File: src/rtl/risc_pkg.sv
// Shared definitions for the scoreboarded register file.
//   DATA_W_DEF / ADDR_W_DEF : default data and address widths
//   REG_ZERO                : hard-wired zero register index
//   pend_width()            : width of a per-register pending-write counter
package risc_pkg;

  localparam int DATA_W_DEF = 32;
  localparam int ADDR_W_DEF = 5;
  localparam int REG_ZERO   = 0;

  // A counter must hold 0..max_pend inclusive; never narrower than one bit.
  function automatic int pend_width(input int max_pend);
    return (max_pend < 1) ? 1 : $clog2(max_pend + 1);
  endfunction

endpackage

File: src/rtl/risc_regfile_sb_if.sv
// Bus bundle between a pipeline (master) and the scoreboarded register file
// (slave).
//   raddr/rdata/rbusy : packed read ports, port i at [i*W +: W]
//   wen/waddr/wdata   : write-back, also retires one pending write
//   iss_en/iss_addr   : destination of an issuing instruction
//   iss_full          : issue would exceed the pending limit
//   flush             : drop all pending-write tracking
//   err               : sticky retire-without-pending indication
interface risc_regfile_sb_if
  import risc_pkg::*;
#(
  parameter int DATA_W   = DATA_W_DEF,
  parameter int ADDR_W   = ADDR_W_DEF,
  parameter int RD_PORTS = 2
);

  logic [RD_PORTS*ADDR_W-1:0] raddr;
  logic [RD_PORTS*DATA_W-1:0] rdata;
  logic [RD_PORTS-1:0]        rbusy;
  logic                       wen;
  logic [ADDR_W-1:0]          waddr;
  logic [DATA_W-1:0]          wdata;
  logic                       iss_en;
  logic [ADDR_W-1:0]          iss_addr;
  logic                       iss_full;
  logic                       flush;
  logic                       err;

  modport master (
    output raddr, wen, waddr, wdata, iss_en, iss_addr, flush,
    input  rdata, rbusy, iss_full, err
  );

  modport slave (
    input  raddr, wen, waddr, wdata, iss_en, iss_addr, flush,
    output rdata, rbusy, iss_full, err
  );

endinterface

File: src/rtl/risc_regfile_sb_scoreboard.sv
// Pending-write scoreboard: one saturating-by-rejection counter per register.
// Inputs : clk, rst_n, iss_en_i/iss_addr_i, wen_i/waddr_i, flush_i
// Outputs: iss_full_o, err_o (sticky), busy_o[r] (pend!=0), last_o[r] (pend==1)
module rf_scoreboard
  import risc_pkg::*;
#(
  parameter int ADDR_W   = ADDR_W_DEF,
  parameter int MAX_PEND = 3,
  localparam int NREG    = 1 << ADDR_W
) (
  input  logic              clk,
  input  logic              rst_n,
  input  logic              iss_en_i,
  input  logic [ADDR_W-1:0] iss_addr_i,
  input  logic              wen_i,
  input  logic [ADDR_W-1:0] waddr_i,
  input  logic              flush_i,
  output logic              iss_full_o,
  output logic              err_o,
  output logic [NREG-1:0]   busy_o,
  output logic [NREG-1:0]   last_o
);

  localparam int PEND_W = pend_width(MAX_PEND);
  localparam logic [PEND_W-1:0] MAX_CNT = PEND_W'(MAX_PEND);
  localparam logic [PEND_W-1:0] ONE_CNT = PEND_W'(1);

  logic [PEND_W-1:0] pend_q [NREG];
  logic [PEND_W-1:0] pend_d [NREG];
  logic              err_q, err_d;

  logic iss_nz, ret_nz, same_ret, full_raw, iss_acc, ret_ok, ret_bad;

  assign iss_nz   = (iss_addr_i != ADDR_W'(REG_ZERO));
  assign ret_nz   = (waddr_i != ADDR_W'(REG_ZERO));
  assign same_ret = wen_i && ret_nz && (waddr_i == iss_addr_i);

  // A same-cycle retire to the full register frees a slot, so the issue fits.
  assign full_raw = iss_en_i && iss_nz && (pend_q[iss_addr_i] == MAX_CNT) && !same_ret;
  assign iss_acc  = iss_en_i && iss_nz && !full_raw;
  assign ret_ok   = wen_i && ret_nz && (pend_q[waddr_i] != '0);
  assign ret_bad  = wen_i && ret_nz && (pend_q[waddr_i] == '0);

  always_comb begin
    for (int r = 0; r < NREG; r++) begin
      logic inc, dec;
      inc = iss_acc && (iss_addr_i == ADDR_W'(r));
      dec = ret_ok  && (waddr_i == ADDR_W'(r));
      pend_d[r] = pend_q[r];
      if (flush_i)          pend_d[r] = '0;
      else if (inc && !dec) pend_d[r] = pend_q[r] + ONE_CNT;
      else if (dec && !inc) pend_d[r] = pend_q[r] - ONE_CNT;
    end
  end

  // flush only touches counters; the error flag keeps accumulating.
  assign err_d = err_q | ret_bad;

  always_ff @(posedge clk or negedge rst_n) begin
    if (!rst_n) begin
      for (int r = 0; r < NREG; r++) pend_q[r] <= '0;
      err_q <= 1'b0;
    end else begin
      for (int r = 0; r < NREG; r++) pend_q[r] <= pend_d[r];
      err_q <= err_d;
    end
  end

  always_comb begin
    for (int r = 0; r < NREG; r++) begin
      busy_o[r] = (pend_q[r] != '0);
      last_o[r] = (pend_q[r] == ONE_CNT);
    end
  end

  assign iss_full_o = rst_n && full_raw;
  assign err_o      = err_q;

endmodule

File: src/rtl/risc_regfile_sb.sv
// Register file with per-register pending-write scoreboard.
// Ports: clk, rst_n (async, active-low), bus (risc_regfile_sb_if.slave).
// Register 0 reads as zero and ignores writes/issues.
// Optional feature macro RF_BYPASS_EN: same-cycle write-through on reads and
// early clearing of rbusy when the write retires the last pending write.
module risc_regfile_sb
  import risc_pkg::*;
#(
  parameter int DATA_W   = DATA_W_DEF,
  parameter int ADDR_W   = ADDR_W_DEF,
  parameter int RD_PORTS = 2,
  parameter int MAX_PEND = 3
) (
  input  logic                  clk,
  input  logic                  rst_n,
  risc_regfile_sb_if.slave      bus
);

  localparam int NREG = 1 << ADDR_W;

  logic [DATA_W-1:0]          regs_q [NREG];
  logic [NREG-1:0]            busy_vec, last_vec;
  logic [RD_PORTS*DATA_W-1:0] rdata_c;
  logic [RD_PORTS-1:0]        rbusy_c;
  logic                       wr_nz;

  assign wr_nz = bus.wen && (bus.waddr != ADDR_W'(REG_ZERO));

  rf_scoreboard #(
    .ADDR_W   (ADDR_W),
    .MAX_PEND (MAX_PEND)
  ) u_sb (
    .clk        (clk),
    .rst_n      (rst_n),
    .iss_en_i   (bus.iss_en),
    .iss_addr_i (bus.iss_addr),
    .wen_i      (bus.wen),
    .waddr_i    (bus.waddr),
    .flush_i    (bus.flush),
    .iss_full_o (bus.iss_full),
    .err_o      (bus.err),
    .busy_o     (busy_vec),
    .last_o     (last_vec)
  );

  always_ff @(posedge clk or negedge rst_n) begin
    if (!rst_n) begin
      for (int r = 0; r < NREG; r++) regs_q[r] <= '0;
    end else if (wr_nz) begin
      regs_q[bus.waddr] <= bus.wdata;
    end
  end

  always_comb begin
    rdata_c = '0;
    rbusy_c = '0;
    for (int i = 0; i < RD_PORTS; i++) begin
      logic [ADDR_W-1:0] ra;
      logic              ra_nz;
      logic [DATA_W-1:0] rd;
      logic              rb;
      ra    = bus.raddr[i*ADDR_W +: ADDR_W];
      ra_nz = (ra != ADDR_W'(REG_ZERO));
      rd    = ra_nz ? regs_q[ra] : '0;
      rb    = ra_nz && busy_vec[ra];
`ifdef RF_BYPASS_EN
      // Forwarding is suppressed in reset so outputs read zero while held.
      if (rst_n && wr_nz && (bus.waddr == ra)) begin
        rd = bus.wdata;
        if (last_vec[ra] && !(bus.iss_en && (bus.iss_addr == ra))) rb = 1'b0;
      end
`endif
      rdata_c[i*DATA_W +: DATA_W] = rd;
      rbusy_c[i]                  = rb;
    end
  end

`ifndef RF_BYPASS_EN
  logic unused_last;
  assign unused_last = ^last_vec;
`endif

  assign bus.rdata = rdata_c;
  assign bus.rbusy = rbusy_c;

endmodule

File: src/flat_wrapper.sv
// flat-port wrapper written by rule: the top's interface ports become plain ports
module risc_regfile_sb_flat import risc_pkg::*;
#(
  parameter int DATA_W   = DATA_W_DEF,
  parameter int ADDR_W   = ADDR_W_DEF,
  parameter int RD_PORTS = 2,
  parameter int MAX_PEND = 3
)
  (clk, rst_n, bus_raddr, bus_wen, bus_waddr, bus_wdata, bus_iss_en, bus_iss_addr, bus_flush, bus_rdata, bus_rbusy, bus_iss_full, bus_err);
  risc_regfile_sb_if #(.DATA_W(DATA_W), .ADDR_W(ADDR_W), .RD_PORTS(RD_PORTS)) bus_i ();
  input  logic clk;
  input  logic rst_n;
  input wire logic [$bits(bus_i.raddr)-1:0] bus_raddr;
  input wire logic [$bits(bus_i.wen)-1:0] bus_wen;
  input wire logic [$bits(bus_i.waddr)-1:0] bus_waddr;
  input wire logic [$bits(bus_i.wdata)-1:0] bus_wdata;
  input wire logic [$bits(bus_i.iss_en)-1:0] bus_iss_en;
  input wire logic [$bits(bus_i.iss_addr)-1:0] bus_iss_addr;
  input wire logic [$bits(bus_i.flush)-1:0] bus_flush;
  output wire logic [$bits(bus_i.rdata)-1:0] bus_rdata;
  output wire logic [$bits(bus_i.rbusy)-1:0] bus_rbusy;
  output wire logic [$bits(bus_i.iss_full)-1:0] bus_iss_full;
  output wire logic [$bits(bus_i.err)-1:0] bus_err;
  assign bus_i.raddr = bus_raddr;
  assign bus_i.wen = bus_wen;
  assign bus_i.waddr = bus_waddr;
  assign bus_i.wdata = bus_wdata;
  assign bus_i.iss_en = bus_iss_en;
  assign bus_i.iss_addr = bus_iss_addr;
  assign bus_i.flush = bus_flush;
  assign bus_rdata = bus_i.rdata;
  assign bus_rbusy = bus_i.rbusy;
  assign bus_iss_full = bus_i.iss_full;
  assign bus_err = bus_i.err;
  risc_regfile_sb #(.DATA_W(DATA_W), .ADDR_W(ADDR_W), .RD_PORTS(RD_PORTS), .MAX_PEND(MAX_PEND)) u_core (.clk(clk), .rst_n(rst_n), .bus(bus_i));
endmodule
File: config.mk
export PLATFORM = sky130hd
export DESIGN_NAME = risc_regfile_sb_flat
export DESIGN_NICKNAME = d
export VERILOG_FILES = /design/src/rtl/risc_pkg.sv /design/src/rtl/risc_regfile_sb_if.sv /design/src/rtl/risc_regfile_sb_scoreboard.sv /design/src/rtl/risc_regfile_sb.sv /design/src/flat_wrapper.sv
export SDC_FILE = /design/constraint.sdc
export NUM_CORES = 2
export LEC_CHECK = 0
export CORE_ASPECT_RATIO = 1.1
export CORE_MARGIN = 5
export CORE_UTILIZATION = 52
export CTS_CLUSTER_SIZE = 10
export DETAILED_ROUTE_END_ITERATION = 8
export GPL_TIMING_DRIVEN = 0
export HOLD_SLACK_MARGIN = 0.02
export PLACE_DENSITY = 0.69
export SYNTH_ARGS = -nofsm -noshare
export SYNTH_HDL_FRONTEND = slang
export SYNTH_SLANG_ARGS = --single-unit
File: constraint.sdc
create_clock -name clk -period 9 [get_ports clk]
set_input_delay 2.7 -clock clk [delete_from_list [all_inputs] [get_ports clk]]
set_output_delay 2.7 -clock clk [all_outputs]
set_load 0.02 [all_outputs]
==> After elaboration in Yosys (flattened, before gate mapping) <==
Index checks and enable logic that the tools add are counted.
{ "op_classes": {"mux": 117, "n_reduce_logical": 278, "magnitude_cmp": 7, "n_eq_ne": 64, "addsub": 64, "bitwise_logic": 5} }
{ "op_table": {"columns": ["operator", "n"], "rows": [
  ["bitwise mux 1024 bit", 1],
  ["binary-select mux 32 bit (select 5 bit)", 2],
  ["two-way mux 32 bit", 7],
  ["two-way mux 2 bit", 100],
  ["demux 32 bit (select 5 bit)", 1],
  ["== test 5 bit, second input constant", 32],
  ["logical AND 1 bit", 140],
  ["nonzero test 3 bit", 32],
  ["== test 5 x 4 -> 1 bit, second input constant", 16],
  ["logical NOT 1 bit", 66],
  ["nonzero test 2 bit", 33],
  ["adder 2 x 1 -> 2 bit, second input constant", 32],
  ["subtractor 2 x 1 -> 2 bit, second input constant", 32],
  ["== test 5 x 3 -> 1 bit, second input constant", 8],
  [">= comparator 6 bit, second input constant", 4],
  ["inverter 5 -> 6 bit", 4],
  ["binary-select mux 2 bit (select 5 bit)", 2],
  ["== test 5 x 2 -> 1 bit, second input constant", 4],
  ["nonzero test 5 bit", 4],
  ["< comparator 5 x 6 -> 1 bit, second input constant", 2],
  ["binary-select mux 1 bit (select 5 bit)", 2],
  ["== test 5 x 1 -> 1 bit, second input constant", 2],
  ["logical NOT 5 bit", 2],
  ["< comparator 6 x 1 -> 1 bit, second input constant", 1],
  ["other kinds (5)", 6]
]} }
{ "totals": {"register_bits": 1089, "output_inout_bits": 68, "wordCells": 600, "input_bits": 57} }

==> Depth between registers and ports, before layout <==
{ "depth": {"depth_word": 15, "mapped_depth": 10, "mapped_depth_nobuf": 7} }

==> Hierarchy <==
Synthesis repeated with hierarchy kept, for this count alone.
{ "hier_totals": {"hier_cells": 4418, "hier_area_um2": 61127.4} }
{ "modules_own_cells": {"columns": ["module", "seq_area_each_um2", "cells_per_inst", "instances", "area_per_inst_um2"], "rows": [
  ["risc_regfile_sb", 25624.6, 3697, 1, 54861.4],
  ["rf_scoreboard", 1626.6, 721, 1, 6266.0]
]} }

==> Least setup slack after synthesis <==
Ideal clock, no wire load.
{ "synth_timing": {"kind": "input -> output", "startpoint": "input port bus_raddr[0]", "endpoint": "output port bus_rbusy[0]", "required_time_ns": 6.300, "arrival_time_ns": 5.270, "path_slack_ns": 1.030, "path_buffers": 3, "stages": 6, "path_cell_list": "clkbuf_1 clkbuf_1 buf_1 mux4_2 mux4_2 a211oi_1"} }
{ "synth_between": {"elab_chain_len": 3, "elab_cells_between_ends": 4, "cone_classes": "2 x mux; 2 x reduce/logical"} }
{ "synth_lines": {"columns": ["element", "line", "source"], "rows": [
  ["start, declared", "flat_wrapper.sv:13", "input wire logic [$bits(bus_i.raddr)-1:0] bus_raddr;"],
  ["binary-select mux 1 bit (select 5 bit)", "risc_regfile_sb.sv:65", "rb = ra_nz && busy_vec[ra];"],
  ["two-way mux 1 bit (implied by the code)", "risc_regfile_sb.sv:65", null],
  ["logical AND 1 bit (*)", "risc_regfile_sb.sv:65", null],
  ["end, declared", "flat_wrapper.sv:21", "output wire logic [$bits(bus_i.rbusy)-1:0] bus_rbusy;"]
]} }
Every way passes the cells marked *; elsewhere a longest branch is shown, timed or not. The select of a mux whose other input is x is not followed.

==> Worst setup path in the final report <==
{ "layout_timing": {"startpoint": "input port bus_raddr[1]", "endpoint": "output port bus_rdata[31]"} }
{ "layout_between": {"elab_chain_len": 5, "elab_cells_between_ends": 6, "cone_classes": "4 x mux; 1 x bitwise; 1 x reduce/logical"} }
{ "layout_lines": {"columns": ["element", "line", "source"], "rows": [
  ["inverter 5 -> 6 bit (implied by the code)", "risc_regfile_sb.sv:64", "rd = ra_nz ? regs_q[ra] : '0;"],
  ["binary-select mux 32 bit (select 5 bit)", "risc_regfile_sb.sv:64", null],
  ["two-way mux 32 bit (implied by the code) (2 in series)", "risc_regfile_sb.sv:64", null],
  ["two-way mux 32 bit (*)", "risc_regfile_sb.sv:64", null],
  ["end, declared", "flat_wrapper.sv:20", "output wire logic [$bits(bus_i.rdata)-1:0] bus_rdata;"]
]} }
Marks and branches as above.

==> results.cfg <==
[sta]
tightest_slew_ps = 1526
relSlewSlack_pct = -2.120
layout_min_cycle_time_ps = 9019
drv_slew = 18
finalCritPeriodShare_pct = 100.2
fin_ws_ps = -18.80
hold_viol = 0
fmax_mhz = 110.9
setup_viol = 1
finClkSkew_ps = 7.265
whs_ps = 466.4
rsz0062_at_grt = no

[cells_and_area]
drive_gt1_share_pct = 48.22
finish.utilization_pct = 58.92
area_growth_pct = 12.38
n_antenna_cell = 0
fin_nets = 4141

[critical_path]
worstPathMaxFanout = 10
cp.arrival_ps = 6320
crit_path_end_kind = output pin
crit_required_ps = 6300
worstSetupPathType = in2out
crit_path_start_kind = primary input

[power]
power_density_nw_per_um2 = 217.9
ir_worst_vdd_mv = 0.1612
p_leak_nw = 27.66

[clocking]
cts_setup_buffers = 0
cts-root-buf = clkbuf_16
cts.sinks = 1089
cts_tree = built
cts_made_buffers = 131
clk_pin_slew_ps = 50
insertion_delay_ps = 760
ctsHoldBuffers = 0
cts_max_level = 4
clockBufferDepth = 3

[die]
die_x_um = 331.1
die_y_um = 363.2
io_pins = 125
core.rowCount = 129
die-area_um2 = 120300
initial_core_util_pct = 52.43
core_area_um2 = 112500

[global_routing]
grt_pass1_wl_mm = 278.3
grt-busiest-layer = met2
grt_use_met2_pct = 49.97
met3_usage_pct = 9.481
grt-ovfl-total = 0
met1_usage_pct = 41.04
grt_use_total_pct = 32.05
grt_max_degree = 161
grt_pass1_vias = 40570
antenna_found_initial = 1

[yosys]
synth_seq_area_share_pct = 46.20
synth_edf_count = 0
async_reset_ff_share_pct = 100.0
yosysWarnings = 0
synthFlopType = dfrtp_1
synth_area_um2 = 58980
postSynthAreaPerCell_um2 = 15.41
ys_types = 61
synthCells = 3828
syn_nets = 3885
ys_ff_latch = 1089

[placed_design]
numPortBuffers = 112
gp_congestion = 0.9325
hpwl_mm = 130.6

[job]
cap_violations = 2

[drt]
vias = 38198
viasPerCell = 6.784
ant_nets = 0
first_pass_iters = 7
drt_iter0_markers = 3850
wl_mm = 189.6
avgRoutedWirePerCell_um = 33.66
drc = 0

[status]
violations = capacitance limit, slew limit, setup timing
status = complete, but fails checks

[hold_path]
hold_class = reg2reg
## cells in the mapped netlist, types with 4 or more instances
| library cell | number | area share (%) |
|---|---|---|
| xnor2_1 | 38 | 0.56 |
| nor2_1 | 166 | 1.1 |
| nor4_1 | 10 | 0.11 |
| clkbuf_1 | 306 | 1.9 |
| nand2b_1 | 12 | 0.13 |
| a21o_1 | 7 | 0.089 |
| dfrtp_1 | 1089 | 46 |
| nor2b_1 | 6 | 0.064 |
| a2111oi_0 | 6 | 0.089 |
| mux4_2 | 662 | 25 |
| mux2_2 | 992 | 19 |
| o21ai_0 | 39 | 0.33 |
| buf_2 | 31 | 0.26 |
| inv_1 | 5 | 0.032 |
| or2_1 | 7 | 0.074 |
| nand3_1 | 35 | 0.30 |
| nand3b_1 | 9 | 0.11 |
| a211oi_1 | 21 | 0.27 |
| nor4_2 | 5 | 0.11 |
| nor3_1 | 24 | 0.20 |
| o22ai_1 | 4 | 0.042 |
| or2_2 | 9 | 0.095 |
| nand2_1 | 66 | 0.42 |
| or4_1 | 6 | 0.076 |
| buf_1 | 86 | 0.55 |
| or3_1 | 5 | 0.053 |
| a21oi_1 | 39 | 0.33 |
| mux2i_1 | 65 | 1.1 |
| xor2_1 | 25 | 0.37 |
## metal layers
layer	vias up	share of wire, %
met1	20532	38
met3	559	9.1
li1	15256	-
met5	-	0.076
met4	4	6.1
met2	1847	47
## kinds of logic (layout without fill, tap and decap cells)
kind of cell | count (synthesis) | count (layout) | share of synthesized area [%]
mux | 1719 | 1719 | 45.32
flops | 1089 | 1089 | 46.20
xor+xnor | 64 | 64 | 0.9737
compound gates | 148 | 148 | 1.655
simple gates | 377 | 377 | 3.025
buf+inv | 431 | 728 | 2.828
## sequential cells by signal, summed over array words and instances (netlist names)
name and cells:
u_core.u_sb.pend_q 64, u_core.regs_q 1024, u_core.u_sb.err_o 1
## repair_timing
item | 4_1_cts | 5_1_grt
resized for setup | 141 | 13
pin swaps | 0 | 0
endpoints found under the setup margin | 66 | 26
## final cells by class
type / instances / area, um2
flip-flops and latches: 1089 / 27250
plain buffers: 425 / 1953
inverters: 6 / 22.52
fillers: 8808 / 46210
repair buffers: 123 / 1404
clock inverters: 12 / 137.6
multi-input cells: 2308 / 30090
well taps: 1506 / 1884
clock buffers: 162 / 3540
## critical path, cell delays in order
cell             delay (ps)
clkbuf_1                500
clkbuf_1                640
clkbuf_2                640
mux4_2                  400
mux4_2                  520
mux2i_1                 190
nor2_1                  120
clkdlybuf4s50_1         580
## per-stage QoR
stage          power, W  TNS [ps]  cells  cell area, um2  setup WS, ps
2_1_floorplan  0.008552         0   3828           58980          1030
3_3_place_gp   0.009550         -   5446           61990        -45440
3_5_place_dp   0.009652    -48320   5455           62260         -1076
4_1_cts         0.01448         0   5629           66250         12.53
5_1_grt         0.01498         0   5631           66290         5.786
6_report        0.01444    -18.80   5631           66290        -18.80
## power by group
group	total, W	switching [W]	leakage (nW)	internal [W]
Combinational	0.00321	0.00130	11.8	0.00191
Sequential	0.00641	0.000626	14.0	0.00578
Clock	0.00483	0.00208	1.80	0.00274
Total	0.0144	0.00401	27.7	0.0104
## worst paths after layout
path	from	endpoint	slack, ps	depth (start not counted)
max	bus_raddr[1]	bus_rdata[31]	-20	8
min	u_core.u_sb.err_o	u_core.u_sb.err_o	470	1
max reg2reg	u_core.u_sb.pend_q[20]	u_core.u_sb.pend_q[26]	6170	8
min reg2reg	u_core.u_sb.err_o	u_core.u_sb.err_o	470	1
max in group asynchronous	rst_n	u_core.regs_q[303]	4840	4
min in group asynchronous	rst_n	u_core.u_sb.pend_q[45]	1780	1
## layout by cell type, fill, tap and decap left out, types with 12 or more instances in the layout
cell	Yosys	layout
buf_2	31	37
a21oi_1	39	39
clkbuf_16	0	135
nand3_1	35	35
clkbuf_1	306	260
nand2b_1	12	12
buf_1	86	48
xor2_1	25	25
xnor2_1	38	38
mux2i_1	65	65
clkbuf_2	0	66
dfrtp_1	1089	1089
clkdlybuf4s50_1	0	111
a211oi_1	21	21
nor2_1	166	162
clkdlybuf4s15_2	0	23
mux2_2	992	992
nor3_1	24	23
mux4_2	662	662
o21ai_0	39	39
nand2_1	66	66
No activity file was read; power rests on OpenSTA's default activity.
